[config.mk]
export PLATFORM = sky130hd
export DESIGN_NAME = fnd_scan_ctrl_flat
export DESIGN_NICKNAME = d
export VERILOG_FILES = /design/src/rtl/fnd_scan_ctrl_if.sv /design/src/rtl/fnd_scan_ctrl.sv /design/src/flat_wrapper.sv
export SDC_FILE = /design/constraint.sdc
export NUM_CORES = 1
export LEC_CHECK = 0
export ABC_AREA = 1
export CORE_MARGIN = 5
export CORE_UTILIZATION = 63
export DETAILED_ROUTE_END_ITERATION = 8
export PLACE_DENSITY = 0.95
export SYNTH_ARGS = -nofsm -noshare
export SYNTH_HDL_FRONTEND = slang
export SYNTH_SLANG_ARGS = --single-unit
[constraint.sdc]
create_clock -name clk -period 2.8 [get_ports clk]
set_input_delay 0.7 -clock clk [delete_from_list [all_inputs] [get_ports clk]]
set_output_delay 0.7 -clock clk [all_outputs]
set_load 0.02 [all_outputs]
[src/rtl/fnd_scan_ctrl_if.sv]
// Interface bundling the value handshake, display controls and FND pin outputs
// of the scan controller.
interface fnd_scan_ctrl_if #(
  parameter int NUM_DIGITS = 4,
  parameter int BIN_W      = 14
);
  logic [BIN_W-1:0]      bin_in;
  logic                  bin_valid;
  logic                  bin_ready;
  logic                  lz_blank;
  logic [NUM_DIGITS-1:0] dp_in;
  logic                  blink_en;
  logic [NUM_DIGITS-1:0] fnd_com;
  logic [7:0]            fnd_data;
  logic                  ovf;

  // Upstream datapath side: supplies the value and display controls.
  modport master (
    output bin_in, bin_valid, lz_blank, dp_in, blink_en,
    input  bin_ready, fnd_com, fnd_data, ovf
  );

  // Controller side.
  modport slave (
    input  bin_in, bin_valid, lz_blank, dp_in, blink_en,
    output bin_ready, fnd_com, fnd_data, ovf
  );
endinterface

[src/rtl/fnd_scan_ctrl.sv]
// Multiplexed common-anode 7-segment scan controller. A binary value taken over
// a valid/ready handshake is converted to BCD by a bit-serial double-dabble
// engine, committed atomically to the display register, then scanned one digit
// per slot with leading-zero blanking, decimal points, blink and overflow.
module fnd_scan_ctrl #(
  parameter int NUM_DIGITS  = 4,
  parameter int BIN_W       = 14,
  parameter int SCAN_DIV    = 100_000,
  parameter int BLINK_TICKS = 250
) (
  input logic             clk,
  input logic             rst,
  fnd_scan_ctrl_if.slave  bus
);

  localparam int DIV_W  = $clog2(SCAN_DIV);
  localparam int BLK_W  = (BLINK_TICKS > 1) ? $clog2(BLINK_TICKS) : 1;
  localparam int SEL_W  = (NUM_DIGITS > 1) ? $clog2(NUM_DIGITS) : 1;
  localparam int STEP_W = $clog2(BIN_W + 1);
  localparam int BCD_W  = 4 * (NUM_DIGITS + 1);
  localparam int DISP_W = 4 * NUM_DIGITS;

  function automatic logic [31:0] pow10(input int n);
    logic [31:0] p;
    p = 32'd1;
    for (int i = 0; i < n; i++) p = p * 32'd10;
    return p;
  endfunction

  localparam logic [31:0] OVF_LIMIT = pow10(NUM_DIGITS);

  // Active-low segment pattern {dp,g,f,e,d,c,b,a}; dp is left dark here.
  function automatic logic [7:0] seg_decode(input logic [3:0] nib);
    case (nib)
      4'd0:    return 8'hC0;
      4'd1:    return 8'hF9;
      4'd2:    return 8'hA4;
      4'd3:    return 8'hB0;
      4'd4:    return 8'h99;
      4'd5:    return 8'h92;
      4'd6:    return 8'h82;
      4'd7:    return 8'hF8;
      4'd8:    return 8'h80;
      4'd9:    return 8'h90;
      default: return 8'hFF;
    endcase
  endfunction

  typedef enum logic [1:0] {S_IDLE, S_SHIFT, S_COMMIT} state_t;

  state_t              state, state_nxt;
  logic                accept, step_last;
  logic [BIN_W-1:0]    bin_sr;
  logic [BCD_W-1:0]    bcd_sr, bcd_adj;
  logic [STEP_W-1:0]   step_cnt;
  logic                cmp_ovf;
  logic [DISP_W-1:0]   disp_bcd;

  logic [DIV_W-1:0]    div_cnt;
  logic                tick;
  logic [SEL_W-1:0]    sel;
  logic [BLK_W-1:0]    blink_cnt;
  logic                blink_on;

  logic [3:0]          cur_nib;
  logic                cur_dp, lead_zero, zero_run;
  logic [7:0]          seg_nxt;
  logic [NUM_DIGITS-1:0] com_nxt;

  assign bus.bin_ready = (state == S_IDLE);
  assign accept        = bus.bin_valid && bus.bin_ready;
  assign step_last     = (step_cnt == STEP_W'(BIN_W - 1));
  assign tick          = (div_cnt == DIV_W'(SCAN_DIV - 1));

  // Conversion FSM state register.
  // NOTE: clocked state uses non-blocking assignments so every register sees
  // the pre-edge values of the others, independent of block ordering.
  always_ff @(posedge clk) begin
    if (rst) state <= S_IDLE;
    else     state <= state_nxt;
  end

  // Conversion FSM next state: one SHIFT edge per input bit, then one COMMIT.
  // NOTE: defaults come first so no path leaves a combinational output
  // unassigned, which would otherwise infer a latch.
  always_comb begin
    state_nxt = state;
    case (state)
      S_IDLE:   if (accept)    state_nxt = S_SHIFT;
      S_SHIFT:  if (step_last) state_nxt = S_COMMIT;
      S_COMMIT:                state_nxt = S_IDLE;
      default:                 state_nxt = S_IDLE;
    endcase
  end

  // Double-dabble correction: add 3 to every BCD nibble that is 5 or more.
  always_comb begin
    bcd_adj = bcd_sr;
    for (int i = 0; i < NUM_DIGITS + 1; i++) begin
      if (bcd_sr[4*i +: 4] >= 4'd5) bcd_adj[4*i +: 4] = bcd_sr[4*i +: 4] + 4'd3;
    end
  end

  // Conversion datapath: capture, shift, and atomic commit to the display.
  // NOTE: the display register and ovf are reset so the panel shows a clean 0
  // after reset; the shift registers are reset only for deterministic state.
  always_ff @(posedge clk) begin
    if (rst) begin
      bin_sr   <= '0;
      bcd_sr   <= '0;
      step_cnt <= '0;
      cmp_ovf  <= 1'b0;
      disp_bcd <= '0;
      bus.ovf  <= 1'b0;
    end else begin
      case (state)
        S_IDLE: begin
          if (accept) begin
            bin_sr   <= bus.bin_in;
            bcd_sr   <= '0;
            step_cnt <= '0;
            cmp_ovf  <= (32'(bus.bin_in) >= OVF_LIMIT);
          end
        end
        S_SHIFT: begin
          bin_sr   <= bin_sr << 1;
          bcd_sr   <= (bcd_adj << 1) | BCD_W'(bin_sr[BIN_W-1]);
          step_cnt <= step_cnt + STEP_W'(1);
        end
        S_COMMIT: begin
          disp_bcd <= cmp_ovf ? {NUM_DIGITS{4'd9}} : bcd_sr[DISP_W-1:0];
          bus.ovf  <= cmp_ovf;
        end
        default: ;
      endcase
    end
  end

  // Scan divider and digit select: one digit slot per SCAN_DIV cycles.
  always_ff @(posedge clk) begin
    if (rst) begin
      div_cnt <= '0;
      sel     <= '0;
    end else begin
      div_cnt <= tick ? '0 : div_cnt + DIV_W'(1);
      if (tick) sel <= (sel == SEL_W'(NUM_DIGITS - 1)) ? '0 : sel + SEL_W'(1);
    end
  end

  // Blink timer: counts scan ticks while enabled, toggles phase every BLINK_TICKS.
  always_ff @(posedge clk) begin
    if (rst || !bus.blink_en) begin
      blink_cnt <= '0;
      blink_on  <= 1'b1;
    end else if (tick) begin
      if (blink_cnt == BLK_W'(BLINK_TICKS - 1)) begin
        blink_cnt <= '0;
        blink_on  <= ~blink_on;
      end else begin
        blink_cnt <= blink_cnt + BLK_W'(1);
      end
    end
  end

  // Selected-digit pattern: walk from the top digit down so zero_run tells
  // whether the selected digit and everything above it are zero.
  always_comb begin
    cur_nib   = '0;
    cur_dp    = 1'b0;
    lead_zero = 1'b0;
    zero_run  = 1'b1;
    for (int k = NUM_DIGITS - 1; k >= 0; k--) begin
      zero_run = zero_run && (disp_bcd[4*k +: 4] == 4'd0);
      if (sel == SEL_W'(k)) begin
        cur_nib   = disp_bcd[4*k +: 4];
        cur_dp    = bus.dp_in[k];
        lead_zero = zero_run;
      end
    end
    if (bus.lz_blank && !bus.ovf && (sel != '0) && lead_zero) seg_nxt = 8'hFF;
    else                                                      seg_nxt = seg_decode(cur_nib);
    if (cur_dp) seg_nxt[7] = 1'b0;
    com_nxt = ~(NUM_DIGITS'(1) << sel);
  end

  // Registered pin drivers; the OFF blink phase darkens everything.
  always_ff @(posedge clk) begin
    if (rst || !blink_on) begin
      bus.fnd_com  <= '1;
      bus.fnd_data <= 8'hFF;
    end else begin
      bus.fnd_com  <= com_nxt;
      bus.fnd_data <= seg_nxt;
    end
  end

endmodule
[src/flat_wrapper.sv]
// flat-port wrapper written by rule: the top's interface ports become plain ports
module fnd_scan_ctrl_flat 
#(
  parameter int NUM_DIGITS  = 4,
  parameter int BIN_W       = 14,
  parameter int SCAN_DIV    = 100_000,
  parameter int BLINK_TICKS = 250
)
  (clk, rst, bus_bin_in, bus_bin_valid, bus_lz_blank, bus_dp_in, bus_blink_en, bus_bin_ready, bus_fnd_com, bus_fnd_data, bus_ovf);
  fnd_scan_ctrl_if #(.NUM_DIGITS(NUM_DIGITS), .BIN_W(BIN_W)) bus_i ();
  input logic clk;
  input logic rst;
  input wire logic [$bits(bus_i.bin_in)-1:0] bus_bin_in;
  input wire logic [$bits(bus_i.bin_valid)-1:0] bus_bin_valid;
  input wire logic [$bits(bus_i.lz_blank)-1:0] bus_lz_blank;
  input wire logic [$bits(bus_i.dp_in)-1:0] bus_dp_in;
  input wire logic [$bits(bus_i.blink_en)-1:0] bus_blink_en;
  output wire logic [$bits(bus_i.bin_ready)-1:0] bus_bin_ready;
  output wire logic [$bits(bus_i.fnd_com)-1:0] bus_fnd_com;
  output wire logic [$bits(bus_i.fnd_data)-1:0] bus_fnd_data;
  output wire logic [$bits(bus_i.ovf)-1:0] bus_ovf;
  assign bus_i.bin_in = bus_bin_in;
  assign bus_i.bin_valid = bus_bin_valid;
  assign bus_i.lz_blank = bus_lz_blank;
  assign bus_i.dp_in = bus_dp_in;
  assign bus_i.blink_en = bus_blink_en;
  assign bus_bin_ready = bus_i.bin_ready;
  assign bus_fnd_com = bus_i.fnd_com;
  assign bus_fnd_data = bus_i.fnd_data;
  assign bus_ovf = bus_i.ovf;
  fnd_scan_ctrl #(.NUM_DIGITS(NUM_DIGITS), .BIN_W(BIN_W), .SCAN_DIV(SCAN_DIV), .BLINK_TICKS(BLINK_TICKS)) u_core (.clk(clk), .rst(rst), .bus(bus_i));
endmodule
==> run metrics, run 1 <==
# H-tree levels 3; Crit Path Max Fanout 10; slew margin rel. 0.5898; R2R Setup Slk 590 ps; routed vias/inst 5.636; synthesized flop and latch total 94; Iter 0 DRT Violations 305; Die Wd 95.53 um; Synth Flop Type dfxtp_1; initial antenna violation count 0; sw frac 0.2279; synthesis-to-layout area growth 13.36%; critical path data required time 2100 ps; period utilization 0.8186; commonest non-fill, non-tap cell in the layout nand2_1; total negative setup slack 0 ps; Core Util, Final 0.7280; ys async rst share 0; worst hold slack 462.7 ps; Hold Buf Count CTS 0; clk_skew 13.53 ps; CTS sink cnt 94; Slew @ Worst Pin 614.6 ps; Post-CTS Setup Repair Bufs 0; die footprint 9125 sq um; DRC 0; global-route wire length before repair 17.04 mm; status finished clean; max-cap viol count 0; mean post-synth cell area 7.373 sq um; hold depth 1; post-route cell area 5224 sq um; share of post-route cells with drive strength above 1 0.07262; Via Count 4283; synth unique cells 44; CTS tree done; critical path type register to output port; clock tree buffer depth 2; RSZ-0062 raised after global routing no; number of global-route vias before repair 3949; peak supply drop 0.3373 mV; internal power 2.043 mW; Worst Setup Start Kind register; hold path start u_core.div_cnt[0]; I/O Buffers 36; Post-Syn Nets 666; Worst setup EP type output port; die height 95.53 um; DRT antenna net count 0; GPL Wtd Cong 0.9058; Pleak 1.974 nW; row cnt 31; final net count 697; Sequential Power Share 0.524; RR Startpoint u_core.sel[0]; Reg2Reg Depth 13; fmax 0.4363 GHz; hpwl dp 7.113 mm; final setup fails 0; Clock Power Share 0.399; Resized Gates After CTS 0; CORE AREA 7176 sq um; Synthesis Warnings 0; Seq/Total Area, Yosys 0.4084; Post-Syn Area 4608 sq um; Overall Power 2.646 mW; combinational power share 0.077; clock period minus worst slack 2292 ps; commonest cells after routing, fill and taps aside nand2_1, dfxtp_1, a21oi_1; final hold vios 0; cell count after synthesis 625; GRT Util Overall 0.2319; CTS root buf clkbuf_8; I/O pin count 37; Avg WL per Cell 13.42 um; Pins Over Slew Limit 0; Critical Path Start u_core.state[1]; power per cell area 506.6 nW/um^2; Worst EP arrival 1590 ps; total wire length 10.20 mm; clk_lat worst skew 370 ps; Antenna Cells 0; Post-synth EDFFs 0; GRT overflow 0; post-place instance area 4994 sq um; switching power total 0.6032 mW; hold crit path type register to register; Clk pin slew, worst setup/hold paths 80 ps; cts bufs inserted 9; DRT Pass-1 Iters 5; Initial Util 0.6422; largest net degree at the start of global routing 48
==> cells in the mapped netlist (2+ instances only) <==
cell type	number	share of area
o21ai_0	15	0.016
inv_2	6	0.0049
buf_4	5	0.0081
or2_2	6	0.0081
nor2_2	4	0.0054
a211oi_1	6	0.0098
ha_1	18	0.049
inv_1	62	0.051
dfxtp_1	94	0.41
nand2_2	5	0.0068
nor2_4	6	0.015
or2_0	2	0.0027
a21oi_1	64	0.070
o22ai_1	3	0.0041
a22oi_1	7	0.011
xor2_1	10	0.019
buf_6	4	0.0098
nand2_1	155	0.13
xnor2_1	4	0.0076
nand3_1	51	0.055
a31oi_1	3	0.0041
buf_2	4	0.0043
o211ai_1	4	0.0065
nor2_1	48	0.039
buf_1	4	0.0033
nand4_1	11	0.015
a221oi_1	2	0.0038
clkbuf_1	3	0.0024
nor3_1	4	0.0043
==> final cells by class <==
class | count | area (sq um)
clock inverters | 4 | 95.09
flip-flops and latches | 94 | 1882
well taps | 99 | 123.9
fillers | 515 | 1952
repair buffers | 40 | 390.4
multi-input cells | 442 | 2338
clock buffers | 12 | 135.1
inverters | 69 | 259.0
==> kinds of logic after synthesis <==
group	after synthesis	share of synthesized area
and+or+nand+nor	298	0.2903
AOI/OAI and AO/OA	112	0.1417
DFF	94	0.4084
buffers and inverters	89	0.08417
adders and majority gates	18	0.04887
xor gates and xnor gates	14	0.02661
==> power by group through the flow <==
stage / Clock [mW] / Combinational [mW] / Sequential (mW)
6_report: 1.06 / 0.204 / 1.39
5_1_grt: 1.13 / 0.224 / 1.39
4_1_cts: 1.06 / 0.203 / 1.39
3_5_place_dp: 0 / 0.203 / 1.42
3_3_place_gp: 0 / 0.196 / 1.42
2_1_floorplan: 0 / 0.125 / 1.42
==> metal layers <==
metal	vias up	track usage	routed length, um
li1	2117	-	-
met1	1985	0.2871	4365
met2	157	0.3885	5000
met3	24	0.04578	605
met4	0	0.1043	227
met5	-	0	0
==> worst max-delay path: stages (launching register included) <==
cell,delay (ps)
dfxtp_1,300
buf_4,180
nor2_4,120
clkdlybuf4s50_1,620
==> sequential cells by signal, indices dropped and copies added, names as in the netlist <==
name and count:
u_core.step_cnt 4, u_core.bus.fnd_com 4, u_core.bus.fnd_data 8, u_core.cmp_ovf 1, u_core.bus.ovf 1, u_core.bin_sr 14
u_core.sel 2, u_core.bcd_sr 16, u_core.state 2, u_core.div_cnt 17, u_core.blink_on 1, u_core.blink_cnt 8
u_core.disp_bcd 16
==> stage by stage <==
step	worst slack, ps	instances
after global routing	427.6	760
after detailed placement	525.8	744
after floorplan	897.1	625
final	507.9	760
after global placement	574.7	744
after CTS	497.5	760
==> final timing paths <==
kind / to
hold / removal: u_core.div_cnt[0]
setup reg to reg: u_core.bus.fnd_data[3]
hold reg to reg: u_core.div_cnt[0]
setup / recovery: bus_bin_ready
No activity file was read; power rests on OpenSTA's default activity.
==> run 2: changes to the inputs <==
--- a/config.mk
+++ b/config.mk
@@ -7,9 +7,9 @@
 export LEC_CHECK = 0
 export ABC_AREA = 1
 export CORE_MARGIN = 5
-export CORE_UTILIZATION = 63
+export CORE_UTILIZATION = 58
 export DETAILED_ROUTE_END_ITERATION = 8
-export PLACE_DENSITY = 0.95
+export PLACE_DENSITY = 0.91
 export SYNTH_ARGS = -nofsm -noshare
 export SYNTH_HDL_FRONTEND = slang
 export SYNTH_SLANG_ARGS = --single-unit
==> constraint.sdc (replaced) <==
create_clock -name clk -period 2.14 [get_ports clk]
set_input_delay 0.535 -clock clk [delete_from_list [all_inputs] [get_ports clk]]
set_output_delay 0.535 -clock clk [all_outputs]
set_load 0.02 [all_outputs]
==> run metrics, run 2 (same netlist as run 1, synthesis figures left out) <==
status finished clean; placed cell count 754; Fillers 623; Hold Buf Count CTS 0; Die Wd 99.14 um; Antenna Cells 0; GPL Wtd Cong 0.9361; peak supply drop 0.3915 mV; Via Count 4209; GRT overflow 0; CP bufs+invs 1; slowest cell on the critical path clkdlybuf4s50_1; commonest non-fill, non-tap cell in the layout nand2_1; clock period minus worst slack 2058 ps; commonest cells after routing, fill and taps aside nand2_1, dfxtp_1, a21oi_1; final std cells w/o fill 770; critical path data required time 1600 ps; DRC 0; DRT antenna net count 0; max FFs per register 17; Worst EP arrival 1520 ps; final net count 704; clk_lat worst skew 360 ps; final setup fails 0; Post-CTS Setup Repair Bufs 0; hpwl dp 7.255 mm; die height 99.14 um; I/O Buffers 36; Biggest register u_core.div_cnt; met2 usage in global routing 0.3611; CP delay by family, top buffers and inverters; met3 Use GR 0.03787; Worst Setup Start Kind register; crit path cell chain nor2_4 > clkdlybuf4s50_1; DRT Pass-1 Iters 7; GRT Util Overall 0.2042; row cnt 32; CTS tree done; power per cell area 596.9 nW/um^2; Regs by FF count u_core.div_cnt: 17 flops, u_core.bcd_sr: 16 flops, u_core.disp_bcd: 16 flops; share of post-route cells with drive strength above 1 0.09132; Clk pin slew, worst setup/hold paths 80 ps; Sequential Area 1883 sq um; GR Layer Usage met1 0.2541; worst hold slack 451.5 ps; period utilization 0.9619; total negative setup slack 0 ps; Critical Path Max Stage Delay 620 ps; routed vias/inst 5.466; Crit Path Max Fanout 3; Avg WL per Cell 13.09 um; footprint of the multi-input gates 2344 sq um; slew margin rel. 0.5698; CTS sink cnt 94; die footprint 9828 sq um; number of global-route vias before repair 3927; Worst setup EP type output port; Pins Over Slew Limit 0; hold crit path type register to register; max-cap viol count 0; clock tree buffer depth 2; critical path type register to output port; Initial Util 0.5963; initial antenna violation count 0; I/O pin count 37; cts bufs inserted 9; total wire length 10.08 mm; global-route wire length before repair 16.97 mm; synthesis-to-layout area growth 13.60%; Pleak 1.979 nW; Resized Gates After CTS 0; CTS root buf clkbuf_8; fmax 0.4858 GHz; clk_skew 12.63 ps; largest net degree at the start of global routing 29; gr busiest metal met2; RSZ-0062 raised after global routing no; CORE AREA 7727 sq um; Slew @ Worst Pin 644.5 ps; final hold vios 0; Iter 0 DRT Violations 293; # H-tree levels 3
run 2: worst reg2reg max path: cells and delay by family (launching register included):
kind | cells | cell delay (ps)
DFF | 1 | 350
buffers and inverters | 3 | 280
and+or+nand+nor | 6 | 720
adders and majority gates | 2 | 580
run 2: routing by layer:
layer  vias to the layer above  routed length [um]
li1                       2128                   -
met5                         -                   0
met1                      1931                4530
met4                         0                  88
met3                         8                 529
met2                       142                4933
run 2: layout make-up:
class	instances	share of cell area
repair buffers	47	0.08700
clock inverters	6	0.007409
flip-flops and latches	94	0.3597
multi-input cells	442	0.4477
clock buffers	10	0.02438
well taps	102	0.02438
inverters	69	0.04947
run 2: worst paths after layout:
path / startpoint / to / slack [ps] / cells after the start
setup reg to reg: u_core.sel[0] / u_core.bus.fnd_data[3] / 160 / 11
hold / removal: u_core.div_cnt[0] / u_core.div_cnt[0] / 450 / 1
hold reg to reg: u_core.div_cnt[0] / u_core.div_cnt[0] / 450 / 1
setup / recovery: u_core.state[1] / bus_bin_ready / 80 / 2
run 2: where the power goes:
group / switching (mW) / leakage (nW) / internal, mW
registers: 0.0230 / 0.764 / 1.79
clock network: 0.608 / 0.0820 / 0.418
logic: 0.165 / 1.13 / 0.120
total: 0.796 / 1.98 / 2.33
run 2: stage by stage:
step                instance area (sq um)    util  power (mW)  setup slack (ps)
CTS                                  5229  0.6767       3.152             19.14
floorplan                            4608       -       2.023             237.1
global route                         5235  0.6775       3.260             11.15
global placement                     5062  0.6551       2.129             159.9
finish                               5235  0.6775       3.125             81.51
detailed placement                   5062  0.6551       2.139             54.61
